### config.mk
export PLATFORM = sky130hd
export DESIGN_NAME = pe_group_ctrl_flat
export DESIGN_NICKNAME = d
export VERILOG_FILES = /design/src/rtl/pe_group_ctrl_pkg.sv /design/src/rtl/pe_group_ctrl_if.sv /design/src/rtl/pe_group_ctrl.sv /design/src/flat_wrapper.sv
export SDC_FILE = /design/constraint.sdc
export NUM_CORES = 1
export LEC_CHECK = 0
export ABC_AREA = 0
export CAP_MARGIN = 20
export CORE_AREA = 2 2 107 109
export CTS_CLUSTER_DIAMETER = 30
export DETAILED_ROUTE_END_ITERATION = 8
export DIE_AREA = 0 0 109 111
export SYNTH_ARGS = -nofsm -noshare
export SYNTH_HDL_FRONTEND = slang
export SYNTH_SLANG_ARGS = --single-unit
export TNS_END_PERCENT = 50
### constraint.sdc
create_clock -name clk -period 5.7 [get_ports clk]
set_clock_uncertainty 0.15 [all_clocks]
set_input_delay 0.855 -clock clk [delete_from_list [all_inputs] [get_ports clk]]
set_output_delay 0.855 -clock clk [all_outputs]
set_load 0.005 [all_outputs]
### src/rtl/pe_group_ctrl_pkg.sv
// Shared types and constants for the PE_Group tile sequencer.
// Optional weight reuse is enabled by defining PE_CTRL_WEIGHT_REUSE_EN.
package pe_ctrl_pkg;

  localparam int DataInWidth = 8;
  localparam int I_Width     = 4;
  localparam int J_Width     = 4;
  localparam int RowCntWidth = 8;

  localparam int NUM_PE  = I_Width * J_Width;
  localparam int I_LANES = I_Width + J_Width - 1;

  function automatic int cntWidth(input int n);
    return (n <= 2) ? 1 : $clog2(n);
  endfunction

  localparam int BEAT_CNT_W = cntWidth(I_Width + J_Width);

  typedef enum logic [2:0] {
    IDLE   = 3'd0,
    LOAD_W = 3'd1,
    STREAM = 3'd2,
    DRAIN  = 3'd3,
    DONE   = 3'd4
  } ctrlState_e;

endpackage

### src/rtl/pe_group_ctrl_if.sv
// Command, source-buffer and array-side signals of the tile sequencer.
// The reuse_w port exists only when PE_CTRL_WEIGHT_REUSE_EN is defined.
interface pe_group_ctrl_if;
  import pe_ctrl_pkg::*;

  logic                                 start;
  logic [RowCntWidth-1:0]               cfg_rows;
`ifdef PE_CTRL_WEIGHT_REUSE_EN
  logic                                 reuse_w;
`endif
  logic                                 busy;
  logic                                 done;

  logic                                 w_src_valid;
  logic                                 w_src_rdy;
  logic [DataInWidth*J_Width-1:0]       w_src_data;
  logic                                 i_src_valid;
  logic                                 i_src_rdy;
  logic [DataInWidth*I_LANES-1:0]       i_src_data;

  logic [NUM_PE-1:0]                    arr_w_valid;
  logic [NUM_PE-1:0]                    arr_w_rdy;
  logic [DataInWidth*J_Width-1:0]       arr_w_data;
  logic [NUM_PE-1:0]                    arr_i_valid;
  logic [NUM_PE-1:0]                    arr_i_rdy;
  logic [DataInWidth*I_LANES-1:0]       arr_i_data;
  logic [NUM_PE-1:0]                    arr_o_nop;

  // master is the sequencer, slave is the surrounding buffers and array
  modport master (
`ifdef PE_CTRL_WEIGHT_REUSE_EN
    input  reuse_w,
`endif
    input  start, cfg_rows,
    input  w_src_valid, w_src_data, i_src_valid, i_src_data,
    input  arr_w_rdy, arr_i_rdy,
    output busy, done, w_src_rdy, i_src_rdy,
    output arr_w_valid, arr_w_data, arr_i_valid, arr_i_data, arr_o_nop
  );

  modport slave (
`ifdef PE_CTRL_WEIGHT_REUSE_EN
    output reuse_w,
`endif
    output start, cfg_rows,
    output w_src_valid, w_src_data, i_src_valid, i_src_data,
    output arr_w_rdy, arr_i_rdy,
    input  busy, done, w_src_rdy, i_src_rdy,
    input  arr_w_valid, arr_w_data, arr_i_valid, arr_i_data, arr_o_nop
  );

endinterface

### src/rtl/pe_group_ctrl.sv
// Tile sequencer for the 4x4 PE_Group: weight load, input stream, skew drain.
// Define PE_CTRL_WEIGHT_REUSE_EN to allow skipping the weight load on reuse_w.
module pe_group_ctrl
  import pe_ctrl_pkg::*;
(
  input  logic            clk,
  input  logic            reset,
  pe_group_ctrl_if.master bus
);

  ctrlState_e             state;
  logic [RowCntWidth-1:0] rowsLeft;
  logic [BEAT_CNT_W-1:0]  beatCnt;
  logic                   busyQ;
  logic                   doneQ;
`ifdef PE_CTRL_WEIGHT_REUSE_EN
  logic                   wLoaded;
`endif

  logic wRdyAll;
  logic iRdyAll;
  logic wAcc;
  logic iAcc;

  // Handshake paths are purely combinational so a stalled array costs no extra cycle
  assign wRdyAll = (state == LOAD_W) && (&bus.arr_w_rdy);
  assign iRdyAll = (state == STREAM) && (&bus.arr_i_rdy);
  assign wAcc    = wRdyAll && bus.w_src_valid;
  assign iAcc    = iRdyAll && bus.i_src_valid;

  assign bus.w_src_rdy   = wRdyAll;
  assign bus.i_src_rdy   = iRdyAll;
  assign bus.arr_w_valid = {NUM_PE{wAcc}};
  assign bus.arr_w_data  = bus.w_src_data;
  assign bus.arr_i_valid = {NUM_PE{iAcc}};
  assign bus.arr_i_data  = bus.i_src_data;
  assign bus.arr_o_nop   = {NUM_PE{~iAcc}};
  assign bus.busy        = busyQ;
  assign bus.done        = doneQ;

  always_ff @(posedge clk or posedge reset) begin
    if (reset) begin
      state    <= IDLE;
      rowsLeft <= '0;
      beatCnt  <= '0;
      busyQ    <= 1'b0;
      doneQ    <= 1'b0;
`ifdef PE_CTRL_WEIGHT_REUSE_EN
      wLoaded  <= 1'b0;
`endif
    end else begin
      doneQ <= 1'b0;
      unique case (state)
        IDLE: begin
          if (bus.start) begin
            rowsLeft <= bus.cfg_rows;
            beatCnt  <= '0;
            busyQ    <= 1'b1;
`ifdef PE_CTRL_WEIGHT_REUSE_EN
            if (bus.reuse_w && wLoaded)
              state <= (bus.cfg_rows == '0) ? DRAIN : STREAM;
            else
              state <= LOAD_W;
`else
            state <= LOAD_W;
`endif
          end
        end
        LOAD_W: begin
          if (wAcc) begin
            if (beatCnt == BEAT_CNT_W'(I_Width - 1)) begin
              beatCnt <= '0;
              state   <= (rowsLeft == '0) ? DRAIN : STREAM;
`ifdef PE_CTRL_WEIGHT_REUSE_EN
              wLoaded <= 1'b1;
`endif
            end else begin
              beatCnt <= beatCnt + 1'b1;
            end
          end
        end
        STREAM: begin
          if (iAcc) begin
            if (rowsLeft != '0)
              rowsLeft <= rowsLeft - 1'b1;
            if (rowsLeft <= RowCntWidth'(1)) begin
              beatCnt <= '0;
              state   <= DRAIN;
            end
          end
        end
        DRAIN: begin
          // Hold NOP while the diagonal skew empties out of the array
          if (beatCnt == BEAT_CNT_W'(I_LANES - 1)) begin
            beatCnt <= '0;
            doneQ   <= 1'b1;
            state   <= DONE;
          end else begin
            beatCnt <= beatCnt + 1'b1;
          end
        end
        DONE: begin
          beatCnt <= '0;
          busyQ   <= 1'b0;
          state   <= IDLE;
        end
        default: begin
          beatCnt <= '0;
          busyQ   <= 1'b0;
          state   <= IDLE;
        end
      endcase
    end
  end

endmodule

### src/flat_wrapper.sv
// flat-port wrapper written by rule: the top's interface ports become plain ports
module pe_group_ctrl_flat import pe_ctrl_pkg::*;
  (clk, reset, bus_start, bus_cfg_rows, bus_w_src_valid, bus_w_src_data, bus_i_src_valid, bus_i_src_data, bus_arr_w_rdy, bus_arr_i_rdy, bus_busy, bus_done, bus_w_src_rdy, bus_i_src_rdy, bus_arr_w_valid, bus_arr_w_data, bus_arr_i_valid, bus_arr_i_data, bus_arr_o_nop);
  pe_group_ctrl_if bus_i ();
  input  logic clk;
  input  logic reset;
  input wire logic [$bits(bus_i.start)-1:0] bus_start;
  input wire logic [$bits(bus_i.cfg_rows)-1:0] bus_cfg_rows;
  input wire logic [$bits(bus_i.w_src_valid)-1:0] bus_w_src_valid;
  input wire logic [$bits(bus_i.w_src_data)-1:0] bus_w_src_data;
  input wire logic [$bits(bus_i.i_src_valid)-1:0] bus_i_src_valid;
  input wire logic [$bits(bus_i.i_src_data)-1:0] bus_i_src_data;
  input wire logic [$bits(bus_i.arr_w_rdy)-1:0] bus_arr_w_rdy;
  input wire logic [$bits(bus_i.arr_i_rdy)-1:0] bus_arr_i_rdy;
  output wire logic [$bits(bus_i.busy)-1:0] bus_busy;
  output wire logic [$bits(bus_i.done)-1:0] bus_done;
  output wire logic [$bits(bus_i.w_src_rdy)-1:0] bus_w_src_rdy;
  output wire logic [$bits(bus_i.i_src_rdy)-1:0] bus_i_src_rdy;
  output wire logic [$bits(bus_i.arr_w_valid)-1:0] bus_arr_w_valid;
  output wire logic [$bits(bus_i.arr_w_data)-1:0] bus_arr_w_data;
  output wire logic [$bits(bus_i.arr_i_valid)-1:0] bus_arr_i_valid;
  output wire logic [$bits(bus_i.arr_i_data)-1:0] bus_arr_i_data;
  output wire logic [$bits(bus_i.arr_o_nop)-1:0] bus_arr_o_nop;
  assign bus_i.start = bus_start;
  assign bus_i.cfg_rows = bus_cfg_rows;
  assign bus_i.w_src_valid = bus_w_src_valid;
  assign bus_i.w_src_data = bus_w_src_data;
  assign bus_i.i_src_valid = bus_i_src_valid;
  assign bus_i.i_src_data = bus_i_src_data;
  assign bus_i.arr_w_rdy = bus_arr_w_rdy;
  assign bus_i.arr_i_rdy = bus_arr_i_rdy;
  assign bus_busy = bus_i.busy;
  assign bus_done = bus_i.done;
  assign bus_w_src_rdy = bus_i.w_src_rdy;
  assign bus_i_src_rdy = bus_i.i_src_rdy;
  assign bus_arr_w_valid = bus_i.arr_w_valid;
  assign bus_arr_w_data = bus_i.arr_w_data;
  assign bus_arr_i_valid = bus_i.arr_i_valid;
  assign bus_arr_i_data = bus_i.arr_i_data;
  assign bus_arr_o_nop = bus_i.arr_o_nop;
  pe_group_ctrl u_core (.clk(clk), .reset(reset), .bus(bus_i));
endmodule
==> results <==
- At the worst endpoint, the required time is ~4.7 ns.
- In this run the number of cells on the critical path is 7.
- The clock latency on the worst-skew pair is about 0.24 ns.
- The clock slew seen by the registers of the worst setup and hold paths is 0.05 ns.
- Among the stages of the critical path, the cell type that occurs most often is sky130_fd_sc_hd__clkdlybuf4s50_1.
- The growth of design area from synthesis to finish is 9.53%.
- The most used flip-flop cell after synthesis is sky130_fd_sc_hd__dfrtp_1.
- The portion of total power attributed to combinational logic is about 18%.
- The distinct cell type count of the synthesized netlist is between 40 and 50.
- The tightest slew margin relative to the limit is approximately 27%.
- The post-route netlist has 7.14% of its cells at a drive strength greater than 1.
- The level count of the clock H-tree is 1.
- The final period demand of the worst path is 4.38 ns.
- The starting utilization of the core area is 19.7%.
- The share of async-settable or async-resettable flops after synthesis is 100%.
- Setup repair after global routing left no endpoint under its margin.
- After detailed routing, the number of remaining DRC violations is 0.
- The largest individual stage delay along the critical path comes from the cell sky130_fd_sc_hd__or4b_2.
- The area of placed instances is 2300 µm².
- In this run the power density over the cells is 143 nW/µm².
- The worst hold path belongs to the class reg2reg.
- The number of antenna violations at the first check in global routing is 0.
- The maximum number of pins on one net before global-route repair is 17.
- Summing over every cut layer, the via total after detailed routing is around 1.6k.
- The number of diodes added for antenna fixing is 0.
- The pre-antenna-repair detailed-routing pass consisted of 4 iterations.
- The average instance area after synthesis is 7.95 µm².
- For this run, the slowest stage of the critical path takes 0.63 ns.
- The die is approximately 110 µm wide.
- Wires add up to 5070 µm.
- STA classifies the critical path startpoint as an input port.
- The buffers plus inverters on the worst setup path is 3.
- Global routing used under 10% of the available tracks across all layers.
- The launch instance of the worst min-delay path is u_core.bus.busy.
- During synthesis, Yosys emitted a total of 0 warnings.
- The setup path with the least slack is of type in2out.
- The net total in the final layout is 379.
- The cell chosen for the clock root is sky130_fd_sc_hd__clkbuf_16.
- For the final routed database, the setup TNS stands at 0 ns.
- Summing all multi-input logic gate instances after layout gives 704 µm².
- The via count of the first global-routing pass is about 1.5k.
- The startpoint of the most critical setup path is bus_arr_i_rdy[11].
- The final-report hold violation count is 0.
- Of all nets on the critical path, the largest fanout is 16.
- The number of DRC violations after detailed-routing iteration 0 is 27.
- The leakage power is 0.888 nW.
- The synthesized cell area is 2180 µm².
- Across the whole layout, storage elements account for 400 µm².
- The net switching power is about 0.074 mW.
- TritonCTS built the clock tree.
- For this run, the register share of the synthesized area comes to 18.4%.
- Buffers placed on the I/O ports in this run total between 90 and 100.
- At the worst endpoint, the arrival time is 3.37 ns.
- The weighted congestion at the end of routability-driven global placement is 0.791.
- Net switching is between 20% and 30% of the power.
- The critical path goes through clkdlybuf4s50_1 > nand4_1 > nor2_1 > or4b_2 > inv_1 > and2_1 > clkdlybuf4s50_1.
- The worst hold path cell count is 2.
- The internal power summed over all cells is 0.268 mW.
- The total number of placement rows is 39.
- For this run, the share of the core covered by cells in the final layout is 21.5%.
- For the pin with the worst max-slew slack, the measured transition is ~1.1 ns.
- The total number of clock tree sinks is 16.
- The die area is 12100 µm².
- Counting the buffers created by CTS gives 3.
- Yosys mapped a number of flops with a built-in enable equal to 0.
- From bottom edge to top edge, the die measures 111 µm.
- After clock tree synthesis, the repair step resized 0 gates.
- The share of total power dissipated in sequential elements is 38.2%.
- The total overflow left after global routing is 0.
- The tool flagged a number of max-cap violations equal to 0.
- Detailed placement finished with a half-perimeter wire length of 4170 µm.
- The number of cells on the worst reg-to-reg path is 5.
- The number of cells produced by synthesis is 274.
- The first global-routing pass estimated 7600 µm of wire.
- The number of buffers inserted by post-CTS setup repair is 0.
- The count of fill cells added during filler insertion is about 1.2k.
- The flow ran to the end, and the final reports show no timing, DRC or antenna violations.
- The worst register-to-register path begins at u_core.rowsLeft[7].
- Synthesis produced a netlist with a net count of just over 400.
- Setup violations remaining at the end of the flow were counted as 0.
- The share of the clock period used by the worst path is 76.8%.
- VDD sags by at most 0.0000852 V.
- Hold repair after CTS inserted 0 buffers.
- Dividing the detail-routed wire length by the instance count gives approximately 13 µm.
- The kind of capture point of the worst setup path is an output pin.
- Synthesis inferred 16 register bits.
- The number of vias per cell after detailed routing is 4.21.
- The top-level I/O count is 273.
- The kind of cell with the highest combined delay on the critical path is simple AND/OR/NAND/NOR gates.
- The number of pins exceeding their max-slew limit in the final report was 0.
- After floorplanning, the core was sized to cover 11100 µm².
- Counting along the longest clock path gives a buffer depth of 2.
- The finished cells cover 2390 µm².
- The count of antenna-violating nets left after detailed routing is 0.
- The part of the power in the clock network is about 44%.
- For this run, the top clock speed supported by timing is 228 MHz.
[stage by stage]
stage	setup slack (ns)	power, mW	std cells	hold WS, ns
floorplan	2.33	0.203	274	0.339
global placement	1.29	0.192	377	0.331
detailed placement	1.31	0.193	377	0.339
CTS	1.29	0.345	381	0.351
global route	1.15	0.358	381	0.394
finish	1.32	0.342	381	0.341
[layout make-up]
class | instances | area share (%)
sequential | 16 | 16.8
tap | 143 | 7.50
inverter | 12 | 1.89
multi-input combinational | 109 | 29.5
clock buffer | 4 | 3.72
timing repair buffer | 97 | 40.6
[Yosys cell counts (all sizes together) (2+ instances only)]
cell type	n	area, µm²
inv	11	41.3
a21oi	4	20.0
dfrtp	16	400
nand2b	2	12.5
nor3b	2	20.0
mux2i	3	30.0
ha	7	87.6
nand3	9	50.1
and2	2	12.5
or3	4	30.0
or4	2	18.8
buf	136	1020
a211oi	2	15.0
o211ai	2	15.0
nor4	4	25.0
nor2	14	55.1
nor3	14	80.1
nand4	9	62.6
nand2	10	37.5
o21ai	9	45.0
[cell families (layout without fill, tap and decap cells)]
family | Yosys count | after routing | share of synthesized area, %
buffers and inverters | 149 | 113 | 49.3
muxes | 4 | 4 | 1.90
adders and majority gates | 7 | 7 | 4.02
AOI/OAI and AO/OA | 22 | 22 | 6.20
DFF | 16 | 16 | 18.4
and+or+nand+nor | 76 | 76 | 20.2
[power groups by stage]
| stage | registers (mW) | logic, mW | clock network, mW |
|---|---|---|---|
| detailed placement | 0.132 | 0.0609 | 0 |
| floorplan | 0.130 | 0.0727 | 0 |
| global route | 0.132 | 0.0671 | 0.159 |
| CTS | 0.131 | 0.0613 | 0.153 |
| finish | 0.131 | 0.0603 | 0.151 |
| global placement | 0.132 | 0.0599 | 0 |
[state kept, by name, summed over array words and instances, names as in the netlist]
name,cells
u_core.rowsLeft,8
u_core.beatCnt,3
u_core.state,3
u_core.bus.busy,1
u_core.bus.done,1
[routing by layer]
metal  GRT usage (%)  vias to the layer above  share of wire (%)
met4            6.41                        0                6.0
met5               0                        -                  0
met2            13.2                      139                 46
met3            2.29                       32                 12
met1            8.20                      725                 36
li1                -                      707                  -
[tightest hold or removal path: stages, from the launching register on]
cell	delay, ns
sky130_fd_sc_hd__dfrtp_1	0.34
sky130_fd_sc_hd__nor2_1	0.05
sky130_fd_sc_hd__nor2_1	0.07
[worst paths after layout]
kind                                 endpoint  slack, ns
hold reg to reg               u_core.bus.busy       0.34
hold / removal                u_core.bus.busy       0.34
max in group asynchronous  u_core.rowsLeft[6]       4.12
setup reg to reg            u_core.beatCnt[1]       3.43
min in group asynchronous     u_core.state[0]       0.86
setup / recovery           bus_arr_i_valid[6]       1.32
[cell usage in the layout, fill, tap and decap left out, types with 4 or more instances in the layout]
master                            netlist  routed
sky130_fd_sc_hd__a21oi_1                4       4
sky130_fd_sc_hd__clkdlybuf4s50_1        0      96
sky130_fd_sc_hd__dfrtp_1               16      16
sky130_fd_sc_hd__ha_1                   7       7
sky130_fd_sc_hd__inv_1                 11      11
sky130_fd_sc_hd__nand2_1               10      10
sky130_fd_sc_hd__nand3_1                8       8
sky130_fd_sc_hd__nand4_1                8       8
sky130_fd_sc_hd__nor2_1                13      13
sky130_fd_sc_hd__nor3_1                12      12
sky130_fd_sc_hd__nor4_1                 4       4
sky130_fd_sc_hd__o21ai_0                7       7
Note: power is estimated with default switching activity, not from simulation.
